File: config.mk
export PLATFORM = sky130hd
export DESIGN_NAME = count_display
export DESIGN_NICKNAME = d
export VERILOG_FILES = /design/src/rtl/count_display_pkg.sv /design/src/rtl/bin2bcd_seq.sv /design/src/rtl/count_display.sv
export SDC_FILE = /design/constraint.sdc
export NUM_CORES = 1
export LEC_CHECK = 0
export CORE_ASPECT_RATIO = 0.75
export CORE_UTILIZATION = 67
export DETAILED_ROUTE_END_ITERATION = 12
export DONT_BUFFER_PORTS = 1
export GPL_ROUTABILITY_DRIVEN = 0
export HOLD_SLACK_MARGIN = 0.05
export PLACE_DENSITY = 0.83
export SYNTH_ARGS = -nofsm -noshare
export SYNTH_HDL_FRONTEND = slang
export SYNTH_SLANG_ARGS = --single-unit
File: constraint.sdc
create_clock -name clk -period 4.9 [get_ports clk]
set_input_delay 0.49 -clock clk [delete_from_list [all_inputs] [get_ports clk]]
set_output_delay 0.49 -clock clk [all_outputs]
set_load 0.02 [all_outputs]
File: src/rtl/count_display_pkg.sv
// Shared types and constants for the egg-timer display back-end:
// converter states, iteration count and seven-segment patterns.
package count_display_pkg;

  typedef enum logic [0:0] {
    IDLE = 1'b0,
    CONV = 1'b1
  } conv_state_t;

  localparam logic [3:0] NUM_ITER = 4'd12;

  // Active-low patterns, bit order {g,f,e,d,c,b,a}
  localparam logic [6:0] SEG_0     = 7'h40;
  localparam logic [6:0] SEG_1     = 7'h79;
  localparam logic [6:0] SEG_2     = 7'h24;
  localparam logic [6:0] SEG_3     = 7'h30;
  localparam logic [6:0] SEG_4     = 7'h19;
  localparam logic [6:0] SEG_5     = 7'h12;
  localparam logic [6:0] SEG_6     = 7'h02;
  localparam logic [6:0] SEG_7     = 7'h78;
  localparam logic [6:0] SEG_8     = 7'h00;
  localparam logic [6:0] SEG_9     = 7'h10;
  localparam logic [6:0] SEG_BLANK = 7'h7F;

  function automatic logic [6:0] seg_decode(input logic [3:0] digit);
    logic [6:0] seg;
    case (digit)
      4'd0:    seg = SEG_0;
      4'd1:    seg = SEG_1;
      4'd2:    seg = SEG_2;
      4'd3:    seg = SEG_3;
      4'd4:    seg = SEG_4;
      4'd5:    seg = SEG_5;
      4'd6:    seg = SEG_6;
      4'd7:    seg = SEG_7;
      4'd8:    seg = SEG_8;
      4'd9:    seg = SEG_9;
      default: seg = SEG_BLANK;
    endcase
    return seg;
  endfunction

endpackage

File: src/rtl/bin2bcd_seq.sv
// Iterative double-dabble converter: 12-bit binary to four BCD digits in
// 12 cycles, with a single merged pending request for strobes during CONV.
module bin2bcd_seq
  import count_display_pkg::*;
(
  input  logic        i_clk,
  input  logic        i_rst_n,
  input  logic        i_start,
  input  logic [11:0] i_bin,
  output logic        o_busy,
  output logic        o_valid,
  output logic [15:0] o_bcd
);

  conv_state_t r_state;
  logic        r_pending;
  logic [3:0]  r_iter;
  logic [27:0] r_shift;
  logic        r_valid;
  logic [15:0] r_bcd;
  logic [27:0] w_adj;
  logic [27:0] w_next;

  // Add-3 correction on every BCD nibble before the shift
  always_comb begin
    w_adj = r_shift;
    for (int k = 0; k < 4; k++) begin
      if (r_shift[12 + 4*k +: 4] >= 4'd5) begin
        w_adj[12 + 4*k +: 4] = r_shift[12 + 4*k +: 4] + 4'd3;
      end
    end
  end

  assign w_next = w_adj << 1;

  always_ff @(posedge i_clk) begin
    if (!i_rst_n) begin
      r_state   <= IDLE;
      r_pending <= 1'b0;
      r_iter    <= 4'd0;
      r_shift   <= 28'd0;
      r_valid   <= 1'b0;
      r_bcd     <= 16'h0000;
    end else begin
      r_valid <= 1'b0;
      case (r_state)
        IDLE: begin
          if (i_start || r_pending) begin
            r_shift   <= {16'h0000, i_bin};
            r_pending <= 1'b0;
            r_iter    <= 4'd0;
            r_state   <= CONV;
          end
        end
        CONV: begin
          r_shift <= w_next;
          r_iter  <= r_iter + 4'd1;
          if (i_start) begin
            r_pending <= 1'b1;
          end
          if (r_iter == NUM_ITER - 4'd1) begin
            r_bcd   <= w_next[27:12];
            r_valid <= 1'b1;
            r_state <= IDLE;
          end
        end
        default: r_state <= IDLE;
      endcase
    end
  end

  assign o_busy  = (r_state == CONV);
  assign o_valid = r_valid;
  assign o_bcd   = r_bcd;

endmodule

File: src/rtl/count_display.sv
// Egg-timer display back-end: BCD conversion plus multiplexed common-anode
// 4-digit scan. Define COUNT_DISPLAY_LZB_EN for leading-zero blanking.
module count_display
  import count_display_pkg::*;
#(
  parameter int SCAN_DIV = 50000
) (
  input  logic        clk,
  input  logic        rst,
  input  logic [11:0] count_in,
  input  logic        update,
  input  logic        blank,
  output logic        busy,
  output logic        bcd_valid,
  output logic [15:0] bcd_out,
  output logic [3:0]  an_n,
  output logic [6:0]  seg_n
);

  localparam int PW = (SCAN_DIV > 2) ? $clog2(SCAN_DIV) : 1;
  localparam logic [PW-1:0] PRESC_MAX = PW'(SCAN_DIV - 1);

  logic [PW-1:0] r_presc;
  logic [1:0]    r_idx;
  logic [3:0]    r_an;
  logic [6:0]    r_seg;
  logic [15:0]   w_bcd;
  logic [3:0]    w_digit;
  logic          w_lzb;

  bin2bcd_seq u_conv (
    .i_clk   (clk),
    .i_rst_n (rst),
    .i_start (update),
    .i_bin   (count_in),
    .o_busy  (busy),
    .o_valid (bcd_valid),
    .o_bcd   (w_bcd)
  );

  always_comb begin
    case (r_idx)
      2'd0:    w_digit = w_bcd[3:0];
      2'd1:    w_digit = w_bcd[7:4];
      2'd2:    w_digit = w_bcd[11:8];
      default: w_digit = w_bcd[15:12];
    endcase
  end

`ifdef COUNT_DISPLAY_LZB_EN
  // A digit is dark when it and every higher digit are zero; ones always lit
  always_comb begin
    case (r_idx)
      2'd3:    w_lzb = (w_bcd[15:12] == 4'd0);
      2'd2:    w_lzb = (w_bcd[15:8] == 8'd0);
      2'd1:    w_lzb = (w_bcd[15:4] == 12'd0);
      default: w_lzb = 1'b0;
    endcase
  end
`else
  assign w_lzb = 1'b0;
`endif

  always_ff @(posedge clk) begin
    if (!rst) begin
      r_presc <= '0;
      r_idx   <= 2'd0;
      r_an    <= 4'hF;
      r_seg   <= SEG_BLANK;
    end else begin
      if (r_presc == PRESC_MAX) begin
        r_presc <= '0;
        r_idx   <= r_idx + 2'd1;
      end else begin
        r_presc <= r_presc + 1'b1;
      end
      r_an  <= blank ? 4'hF : ~(4'b0001 << r_idx);
      r_seg <= w_lzb ? SEG_BLANK : seg_decode(w_digit);
    end
  end

  assign bcd_out = w_bcd;
  assign an_n    = r_an;
  assign seg_n   = r_seg;

endmodule

==> metrics.csv, run 1 <==
metric,value,unit
clk_path_buf_depth,2,
met3_usage,0.1030,
reg2reg_depth,3,
critPathMaxStageDelay,1.02,ns
status,"complete, no violations",
finClkSkew,0.006656,ns
post-route-period-util,0.4937,
grt_pass1_wl,12.04,mm
dr.first_iter.drc_count,242,
max_slew.worst_pin.slew,1.092,ns
via_per_inst,5.890,
clock_latency,0.35,ns
cts-root-buf,clkbuf_8,
rsz0062_at_grt,false,
die_area,5680,µm²
synthTopCellsByCount,"dfxtp_1, nand2_1, o21ai_0, nor2_1, inv_1",
dp_slack,2.579,ns
reg2reg_from,u_conv.o_busy,
nets,430,
cts_buffers,9,
worstPathRequired,5.15,ns
p_leak,1.521,nW
drt-pass1-iter-count,6,
pin_count,45,
ant_nets,0,
core_area,5037,µm²
use_met2,0.4345,
grt_pass1_vias,2540,
start_kind,flip-flop,
ys.flop_type,dfxtp_1,
crit_buf_inv,0,
multi_input_comb_area,1866,µm²
critPathArrivalTime,2.67,ns
grt_antenna_before_repair,0,
synth_nets,435,
vdd_drop_max,211.0,µV
portBuffers,0,
numClockSinks,80,
vias,2780,
holdCritPathClass,input port to flip-flop,
grt_max_degree,48,
htree_levels,3,
critPathMaxFanout,34,
clk_pin_slew_worst_paths,0.07,ns
diodes,0,
grt_usage,0.2814,
synth_seq_cells,80,
cp_slowest_cell,dfxtp_1,
grt_util_met1,0.3618,
async_reset_ff_frac,0,
worst-setup-path-type,flip-flop to flip-flop,
path_depth,3,
r2r-end,u_conv.o_bcd[5],
regArea,1602,µm²
grt-busiest-layer,met2,
fin_hold_ws,0.2233,ns
synth_edf_count,0,
rows,22,
cts_resized,0,
syn2layout_area_growth,6.768,%
placed_cell_area,3628,µm²
crit_start,u_conv.o_busy,
fin_ws,2.481,ns
crit_chain,"and4b_1, nand2_1, a21boi_0",
drc,0,
ys_top_cells_by_area,"dfxtp_1, ha_1, nand2_1",
syn_area,3605,µm²
postCtsSetupRepairBufs,0,
fmaxAchievable,413.4,MHz
fin_area,3849,µm²
grt-ovfl-total,0,
r2r_slack,2.48,ns
setup_viol_count_final,0,
synth_top_area_cell,dfxtp_1,
avgSynthCellArea,8.989,µm²
start_util,0.7156,
synth.distinct_cells,39,
cp_top_family,flip-flops,
fill_cells,360,
die_x,86.70,µm
yosysMostFrequentCell,dfxtp_1,
crit_path_end,u_conv.o_bcd[5],
die_h,65.52,µm
synth_warnings,0,
synth_cells,401,
layout_min_cycle_time,2.419,ns
tritoncts,done,
max_slew_margin,0.2678,
endpoint_kind,flip-flop,
routedWlPerCell,15.33,µm
synth.top_cell.area_share,0.4443,
power.density,326.7,nW/µm²
finalPower,1.257,mW
tns,0,ns
dp_hpwl,4.820,mm
slew_viol_final,0,
hold_buffers,0,
hold_viol_final,0,
drive_gt1_frac,0.06250,
routed_wl,7.237,mm
maxCapViolations,0,
ys_seq_area_frac,0.4443,
==> worst min path at each step <==
stage	from	to	slack [ns]	depth (start not counted)
after floorplan	r_presc[0]	r_presc[0]	0.43	1
after global placement	r_presc[0]	r_presc[0]	0.45	1
after detailed placement	u_conv.r_shift[0]	u_conv.r_shift[0]	0.45	2
after CTS	rst	seg_n[4]	0.19	1
after global routing	rst	seg_n[6]	0.20	1
final	rst	seg_n[6]	0.22	1
==> registers in the layout (all words and copies together) (netlist names), 2 cells and up <==
register / cells
u_conv.r_iter: 4
u_conv.o_bcd: 16
r_presc: 16
seg_n: 7
an_n: 4
r_idx: 2
u_conv.r_shift: 28
==> worst reg2reg max path: stages (launching register included) <==
cell,delay (ns)
dfxtp_1,1.02
and4b_1,0.90
nand2_1,0.14
a21boi_0,0.27
==> layer usage <==
metal / vias to the layer above / wire length (µm)
met1: 1297 / 3307
li1: 1363 / -
met4: 0 / 150
met2: 101 / 3181
met3: 19 / 597
met5: - / 0
==> cells by family after synthesis <==
| family | share of synthesized area |
|---|---|
| flip-flops | 0.4443 |
| AND/OR/NAND/NOR | 0.2006 |
| XOR/XNOR | 0.05102 |
| adder cells (fa/ha/maj) | 0.06248 |
| multiplexers | 0.06039 |
| AO/OA/AOI/OAI | 0.1430 |
| buffers and inverters | 0.03818 |
==> area by class of cell <==
class                   count  area share
multi-input cells         286      0.4847
flip-flops and latches     80      0.4161
clock buffers              12     0.04031
well taps                  72     0.02341
inverters                  19     0.01853
clock inverters             3     0.01691
==> stage by stage <==
| stage | util | cells |
|---|---|---|
| finish | 0.7640 | 472 |
| global route | 0.7640 | 472 |
| CTS | 0.7640 | 472 |
| detailed placement | 0.7203 | 457 |
| global placement | 0.7203 | 457 |
| floorplan | - | 401 |
==> cell usage in the layout, fill, tap and decap left out, types with 2 or more instances in the layout <==
master,instances
dfxtp_1,80
nand2_1,57
o21ai_0,34
nor2_1,24
inv_1,19
ha_1,18
mux2i_1,17
and2_1,16
xnor2_1,13
a21oi_1,12
clkbuf_8,11
a22o_1,10
a21boi_0,9
nor3_1,8
xor2_1,8
nand2b_1,6
and3_1,6
nand3_1,6
a222oi_1,4
nand4_1,4
nor3b_1,4
or3b_2,4
a31oi_1,4
mux2_2,3
nor2b_1,3
o21ai_1,2
a21o_1,2
o211a_1,2
bufinv_16,2
==> power by group <==
part,internal [mW],total [mW],switching (mW)
sequential,0.664,0.682,0.0178
combinational,0.0194,0.0413,0.0219
clock,0.311,0.534,0.223
Power figures use the tool's default switching activity.
==> run 2: changes to the inputs <==
--- a/config.mk
+++ b/config.mk
@@ -6,12 +6,12 @@
 export NUM_CORES = 1
 export LEC_CHECK = 0
 export CORE_ASPECT_RATIO = 0.75
-export CORE_UTILIZATION = 67
+export CORE_UTILIZATION = 63
 export DETAILED_ROUTE_END_ITERATION = 12
 export DONT_BUFFER_PORTS = 1
 export GPL_ROUTABILITY_DRIVEN = 0
 export HOLD_SLACK_MARGIN = 0.05
-export PLACE_DENSITY = 0.83
+export PLACE_DENSITY = 0.79
 export SYNTH_ARGS = -nofsm -noshare
 export SYNTH_HDL_FRONTEND = slang
 export SYNTH_SLANG_ARGS = --single-unit
==> constraint.sdc (replaced) <==
create_clock -name clk -period 2.28 [get_ports clk]
set_input_delay 0.228 -clock clk [delete_from_list [all_inputs] [get_ports clk]]
set_output_delay 0.228 -clock clk [all_outputs]
set_load 0.02 [all_outputs]
==> run 2 against run 1 <==
Effect of this change: flip-flop and latch count stayed put; sequential power is 110% higher; non-clock buffer count is 7 higher; via count is 0.36% lower; wire length is 4.4% higher; highest routed layer unchanged; worst setup slack worse by 2.3 ns.
==> metrics.csv, run 2 (synthesis results as in run 1) <==
metric,value,unit,change
intPower,2.040,mW,was 994.6 µW
portBuffers,0,,unchanged
drive_gt1_frac,0.07598,,was 0.06250
cts_buffers,9,,unchanged
slew_viol_final,0,,unchanged
routedWlPerCell,15.64,µm,was 15.33 µm
setup_viol_count_final,0,,unchanged
dr.first_iter.drc_count,234,,was 242
m1WireLength,3.439,mm,was 3.307 mm
finClkSkew,0.007050,ns,was 0.006656 ns
status,"complete, no violations",,unchanged
grt_pass1_vias,2533,,was 2540
start_util,0.6628,,was 0.7156
cts-root-buf,clkbuf_8,,unchanged
die_area,6032,µm²,was 5680 µm²
post-route-period-util,0.9170,,was 0.4937
core_area,5439,µm²,was 5037 µm²
largest-register,u_conv.r_shift,,unchanged
regArea,1603,µm²,was 1602 µm²
final_cell_mix,"dfxtp_1, nand2_1, o21ai_0",,unchanged
worstPathRequired,2.55,ns,was 5.15 ns
reg2reg_from,r_idx[1],,was u_conv.o_busy
final_common_cell,dfxtp_1,,unchanged
syn2layout_area_growth,8.469,%,was 6.768%
clock_latency,0.35,ns,about the same
fmaxAchievable,478.3,MHz,was 413.4 MHz
drc,0,,unchanged
grt_antenna_before_repair,0,,unchanged
clkPwrFrac,0.401,,was 0.425
hp-start,rst,,unchanged
routed_wl,7.552,mm,was 7.237 mm
dp_hpwl,5.088,mm,was 4.820 mm
max_slew.worst_pin.slew,1.138,ns,was 1.092 ns
r2r-end,seg_n[3],,was u_conv.o_bcd[5]
layout_min_cycle_time,2.091,ns,was 2.419 ns
grt_max_degree,42,,was 48
tns,0,ns,unchanged
worst-setup-path-type,flip-flop to flip-flop,,unchanged
endpoint_kind,flip-flop,,unchanged
grt_pass1_wl,12.10,mm,was 12.04 mm
r2r_slack,0.19,ns,was 2.48 ns
die_h,67.51,µm,was 65.52 µm
placedCellCount,463,,was 457
whs_path_depth,2,,was 1
worst_hold_path.endpoint,u_conv.r_shift[0],,was seg_n[6]
p_leak,1.558,nW,was 1.521 nW
tritoncts,done,,unchanged
rows,23,,was 22
rsz0062_at_grt,false,,unchanged
pin_count,45,,unchanged
critPathMaxFanout,10,,was 34
htree_levels,3,,unchanged
power_frac_comb,0.046,,was 0.033
start_kind,flip-flop,,unchanged
largest_reg_flops,28,,unchanged
critPathArrivalTime,2.36,ns,was 2.67 ns
fill_cells,411,,was 360
die_x,89.35,µm,was 86.70 µm
vdd_drop_max,446.1,µV,was 211.0 µV
grt-ovfl-total,0,,unchanged
power.density,671.8,nW/µm²,was 326.7 nW/µm²
drt-pass1-iter-count,5,,was 6
final_cells,483,,was 472
hold_viol_final,0,,unchanged
nets,437,,was 430
seq_power_share,0.553,,was 0.542
via_per_inst,5.735,,was 5.890
numClockSinks,80,,unchanged
max_slew_margin,0.2369,,was 0.2678
fin_hold_ws,0.06612,ns,was 0.2233 ns
p_switching,586.3,µW,was 262.7 µW
met2WireLength,3.458,mm,was 3.181 mm
vias,2770,,was 2780
holdCritPathClass,input port to flip-flop,,unchanged
reg2reg_depth,6,,was 3
multi_input_comb_area,1873,µm²,was 1866 µm²
clk_pin_slew_worst_paths,0.08,ns,was 0.07 ns
diodes,0,,unchanged
wl_met3,581,µm,was 597 µm
grt_usage,0.2732,,was 0.2814
highest_layer,met4,,unchanged
sw_frac_of_total,0.2232,,was 0.2089
finalPower,2.627,mW,was 1.257 mW
maxCapViolations,0,,unchanged
clk_path_buf_depth,2,,unchanged
ant_nets,0,,unchanged
run 2: power by group through the flow:
stage / combinational (mW) / sequential [mW] / clock (mW)
global placement: 0.100 / 1.49 / 0
finish: 0.120 / 1.45 / 1.05
CTS: 0.121 / 1.45 / 1.06
floorplan: 0.0915 / 1.48 / 0
global route: 0.134 / 1.46 / 1.12
detailed placement: 0.104 / 1.49 / 0
run 2: how the worst max path moves through the flow:
stage / to / startpoint
after detailed placement: seg_n[6] / r_idx[0]
after global routing: seg_n[6] / r_idx[1]
after global placement: seg_n[1] / r_idx[0]
after floorplan: seg_n[6] / r_idx[0]
after CTS: seg_n[3] / r_idx[0]
final: seg_n[3] / r_idx[1]
run 2: what timing repair did:
| item | in CTS | in global routing |
|---|---|---|
| hold endpoints to repair | 43 | 0 |
| pin swaps | 0 | 2 |
| gates resized for setup | 1 | 2 |
| hold buffers | 3 | 0 |
| setup endpoints to repair | 1 | 4 |
| setup buffers | 0 | 1 |
run 2: per-stage QoR:
step           instance area, µm²  setup slack [ns]    util
2_1_floorplan                3605            0.3004       -
3_5_place_dp                 3655           0.06497  0.6720
5_1_grt                      3910          0.004491  0.7189
3_3_place_gp                 3655            0.2177  0.6720
6_report                     3910            0.1892  0.7189
4_1_cts                      3897           0.03594  0.7166
run 2: worst max-delay path, cell delays in order, from the launching register on:
cell and delay, ns:
dfxtp_1 0.41, inv_1 0.10, ha_1 0.26, a222oi_1 0.46, mux2i_2 0.26, o311a_1 0.42
o21ai_1 0.11
run 2: cell type report:
type | instances | share of cell area
Clock inverter | 3 | 0.01024
Inverter | 19 | 0.01824
Tap cell | 75 | 0.02400
Multi-Input combinational cell | 286 | 0.4790
Sequential cell | 80 | 0.4099
Timing Repair Buffer | 7 | 0.01792
Clock buffer | 13 | 0.04064
run 2: layer usage:
metal,track usage,vias up
met2,0.4380,77
met4,0.09921,0
met1,0.3400,1312
li1,-,1373
met3,0.09902,8
met5,0,-
==> run 3: changes to the inputs <==
--- a/config.mk
+++ b/config.mk
@@ -6,12 +6,14 @@
 export NUM_CORES = 1
 export LEC_CHECK = 0
 export CORE_ASPECT_RATIO = 0.75
-export CORE_UTILIZATION = 63
+export CORE_UTILIZATION = 55
+export CTS_CLUSTER_SIZE = 20
 export DETAILED_ROUTE_END_ITERATION = 12
 export DONT_BUFFER_PORTS = 1
 export GPL_ROUTABILITY_DRIVEN = 0
 export HOLD_SLACK_MARGIN = 0.05
-export PLACE_DENSITY = 0.79
+export PLACE_DENSITY = 0.7
+export SLEW_MARGIN = 20
 export SYNTH_ARGS = -nofsm -noshare
 export SYNTH_HDL_FRONTEND = slang
 export SYNTH_SLANG_ARGS = --single-unit
==> run 3 against run 2 <==
Effect of this change: worst setup slack got worse by 0.024 ns; largest power group unchanged; power decreased by 5.4%; design area about the same; sequential power about the same.
==> metrics.csv, run 3 (synthesis results as in run 1) <==
metric,value,unit,change
worst-setup-path-type,flip-flop to flip-flop,,unchanged
cts-root-buf,clkbuf_8,,unchanged
fin_hold_ws,0.06882,ns,was 0.06612 ns
drc,0,,unchanged
core_area,6319,µm²,was 5439 µm²
dp_hpwl,5.114,mm,was 5.088 mm
die_x,95.48,µm,was 89.35 µm
tritoncts,done,,unchanged
hp-start,rst,,unchanged
grt_pass1_wl,12.63,mm,was 12.10 mm
endpoint_kind,flip-flop,,unchanged
vdd_drop_max,352.3,µV,was 446.1 µV
seq_power_share,0.585,,was 0.553
vias,2739,,was 2770
power_frac_comb,0.048,,was 0.046
p_leak,1.553,nW,was 1.558 nW
crit_start,r_idx[1],,unchanged
critPathMaxStageDelay,0.40,ns,was 0.46 ns
diodes,0,,unchanged
worstPathRequired,2.52,ns,was 2.55 ns
numClockSinks,80,,unchanged
finClkSkew,0.007859,ns,was 0.007050 ns
power.density,636.1,nW/µm²,was 671.8 nW/µm²
rows,25,,was 23
final_cell_mix,"dfxtp_1, nand2_1, o21ai_0",,unchanged
clk_path_buf_depth,2,,unchanged
post-route-period-util,0.9277,,was 0.9170
routedWlPerCell,15.44,µm,was 15.64 µm
layout_min_cycle_time,2.115,ns,was 2.091 ns
start_util,0.5705,,was 0.6628
critPathArrivalTime,2.35,ns,was 2.36 ns
largest_reg_flops,28,,unchanged
routed_wl,7.579,mm,was 7.552 mm
cts_buffers,9,,unchanged
clock_latency,0.35,ns,about the same
final_common_cell,dfxtp_1,,unchanged
critPathMaxFanout,5,,was 10
fmaxAchievable,472.8,MHz,was 478.3 MHz
cp_top_family,compound AO/OA/AOI/OAI gates,,unchanged
portBuffers,0,,unchanged
crit_chain,"inv_1, ha_1, a222oi_1, mux2_4, inv_1, ha_1, nor3_1, a21o_1, nand2_1",,"was inv_1, ha_1, a222oi_1, mux2i_2, o311a_1, o21ai_1"
p_switching,588.9,µW,was 586.3 µW
status,"complete, no violations",,unchanged
die_area,6885,µm²,was 6032 µm²
sw_frac_of_total,0.2369,,was 0.2232
clkPwrFrac,0.367,,was 0.401
grt_max_degree,42,,unchanged
clk_pin_slew_worst_paths,0.08,ns,about the same
intPower,1.897,mW,was 2.040 mW
start_kind,flip-flop,,unchanged
drive_gt1_frac,0.07805,,was 0.07598
finalPower,2.486,mW,was 2.627 mW
pin_count,45,,unchanged
cp_slowest_cell,dfxtp_1,,was a222oi_1
drt-pass1-iter-count,4,,was 5
ant_nets,0,,unchanged
dr.first_iter.drc_count,145,,was 234
grt_antenna_before_repair,0,,unchanged
setup_viol_count_final,0,,unchanged
largest-register,u_conv.r_shift,,unchanged
max_slew.worst_pin.slew,0.7245,ns,was 1.138 ns
via_per_inst,5.578,,was 5.735
grt-ovfl-total,0,,unchanged
htree_levels,3,,unchanged
maxCapViolations,0,,unchanged
holdCritPathClass,input port to flip-flop,,unchanged
reg2reg_from,r_idx[1],,unchanged
nets,439,,was 437
grt_usage,0.2397,,was 0.2732
slew_viol_final,0,,unchanged
grt_pass1_vias,2559,,was 2533
crit_buf_inv,2,,was 1
max_slew_margin,0.5155,,was 0.2369
syn2layout_area_growth,8.400,%,was 8.469%
hold_viol_final,0,,unchanged
die_h,72.11,µm,was 67.51 µm
run 3: repair_timing:
action                                 in CTS  in global routing
resized for setup                           1                  3
setup endpoints to repair                   1                  3
pin swaps                                   0                  1
endpoints found under the hold margin      44                  0
hold buffers                                4                  0
buffers inserted                            0                  2
run 3: layer usage:
layer | vias to the layer above | wire, µm | GRT usage
li1 | 1380 | - | -
met1 | 1280 | 3683 | 0.3289
met2 | 72 | 3267 | 0.3627
met3 | 7 | 567 | 0.07966
met4 | 0 | 61 | 0.06302
met5 | - | 0 | 0
run 3: through the flow:
stage / instance area (µm²) / util / setup slack (ns) / setup TNS, ns / instances
CTS: 3881 / 0.6143 / 0.01253 / 0 / 489
floorplan: 3605 / - / 0.3004 / 0 / 401
global placement: 3662 / 0.5796 / 0.2192 / 0 / 469
global route: 3908 / 0.6184 / -0.002092 / -0.002092 / 491
detailed placement: 3662 / 0.5796 / 0.02446 / 0 / 469
finish: 3908 / 0.6184 / 0.1649 / 0 / 491
run 3: worst paths after layout:
check                           end  slack (ns)  cells after the start
setup / recovery           seg_n[6]        0.16                      9
hold / removal             seg_n[3]        0.07                      2
setup reg to reg           seg_n[6]        0.16                      9
hold reg to reg   u_conv.r_shift[0]        0.46                      2
run 3: power by group through the flow:
| stage | Sequential, mW | Combinational (mW) | Clock (mW) |
|---|---|---|---|
| floorplan | 1.48 | 0.0915 | 0 |
| detailed placement | 1.49 | 0.103 | 0 |
| finish | 1.45 | 0.120 | 0.911 |
| global placement | 1.49 | 0.101 | 0 |
| CTS | 1.45 | 0.121 | 0.935 |
| global route | 1.46 | 0.135 | 0.998 |
run 3: worst reg2reg max path: cells and delay by family, from the launching register on:
kind,cells,cell delay [ns]
buf+inv,2,0.14
simple gates,2,0.29
flops,1,0.40
compound gates,2,0.49
fa+ha+maj,2,0.42
mux,1,0.25
run 3: cell type report:
cell class,count,area (µm²)
clock buffers,12,145.1
inverters,19,71.32
multi-input cells,286,1879
flip-flops and latches,80,1603
fillers,528,2411
clock inverters,4,20.02
well taps,81,101.3
repair buffers,9,87.58
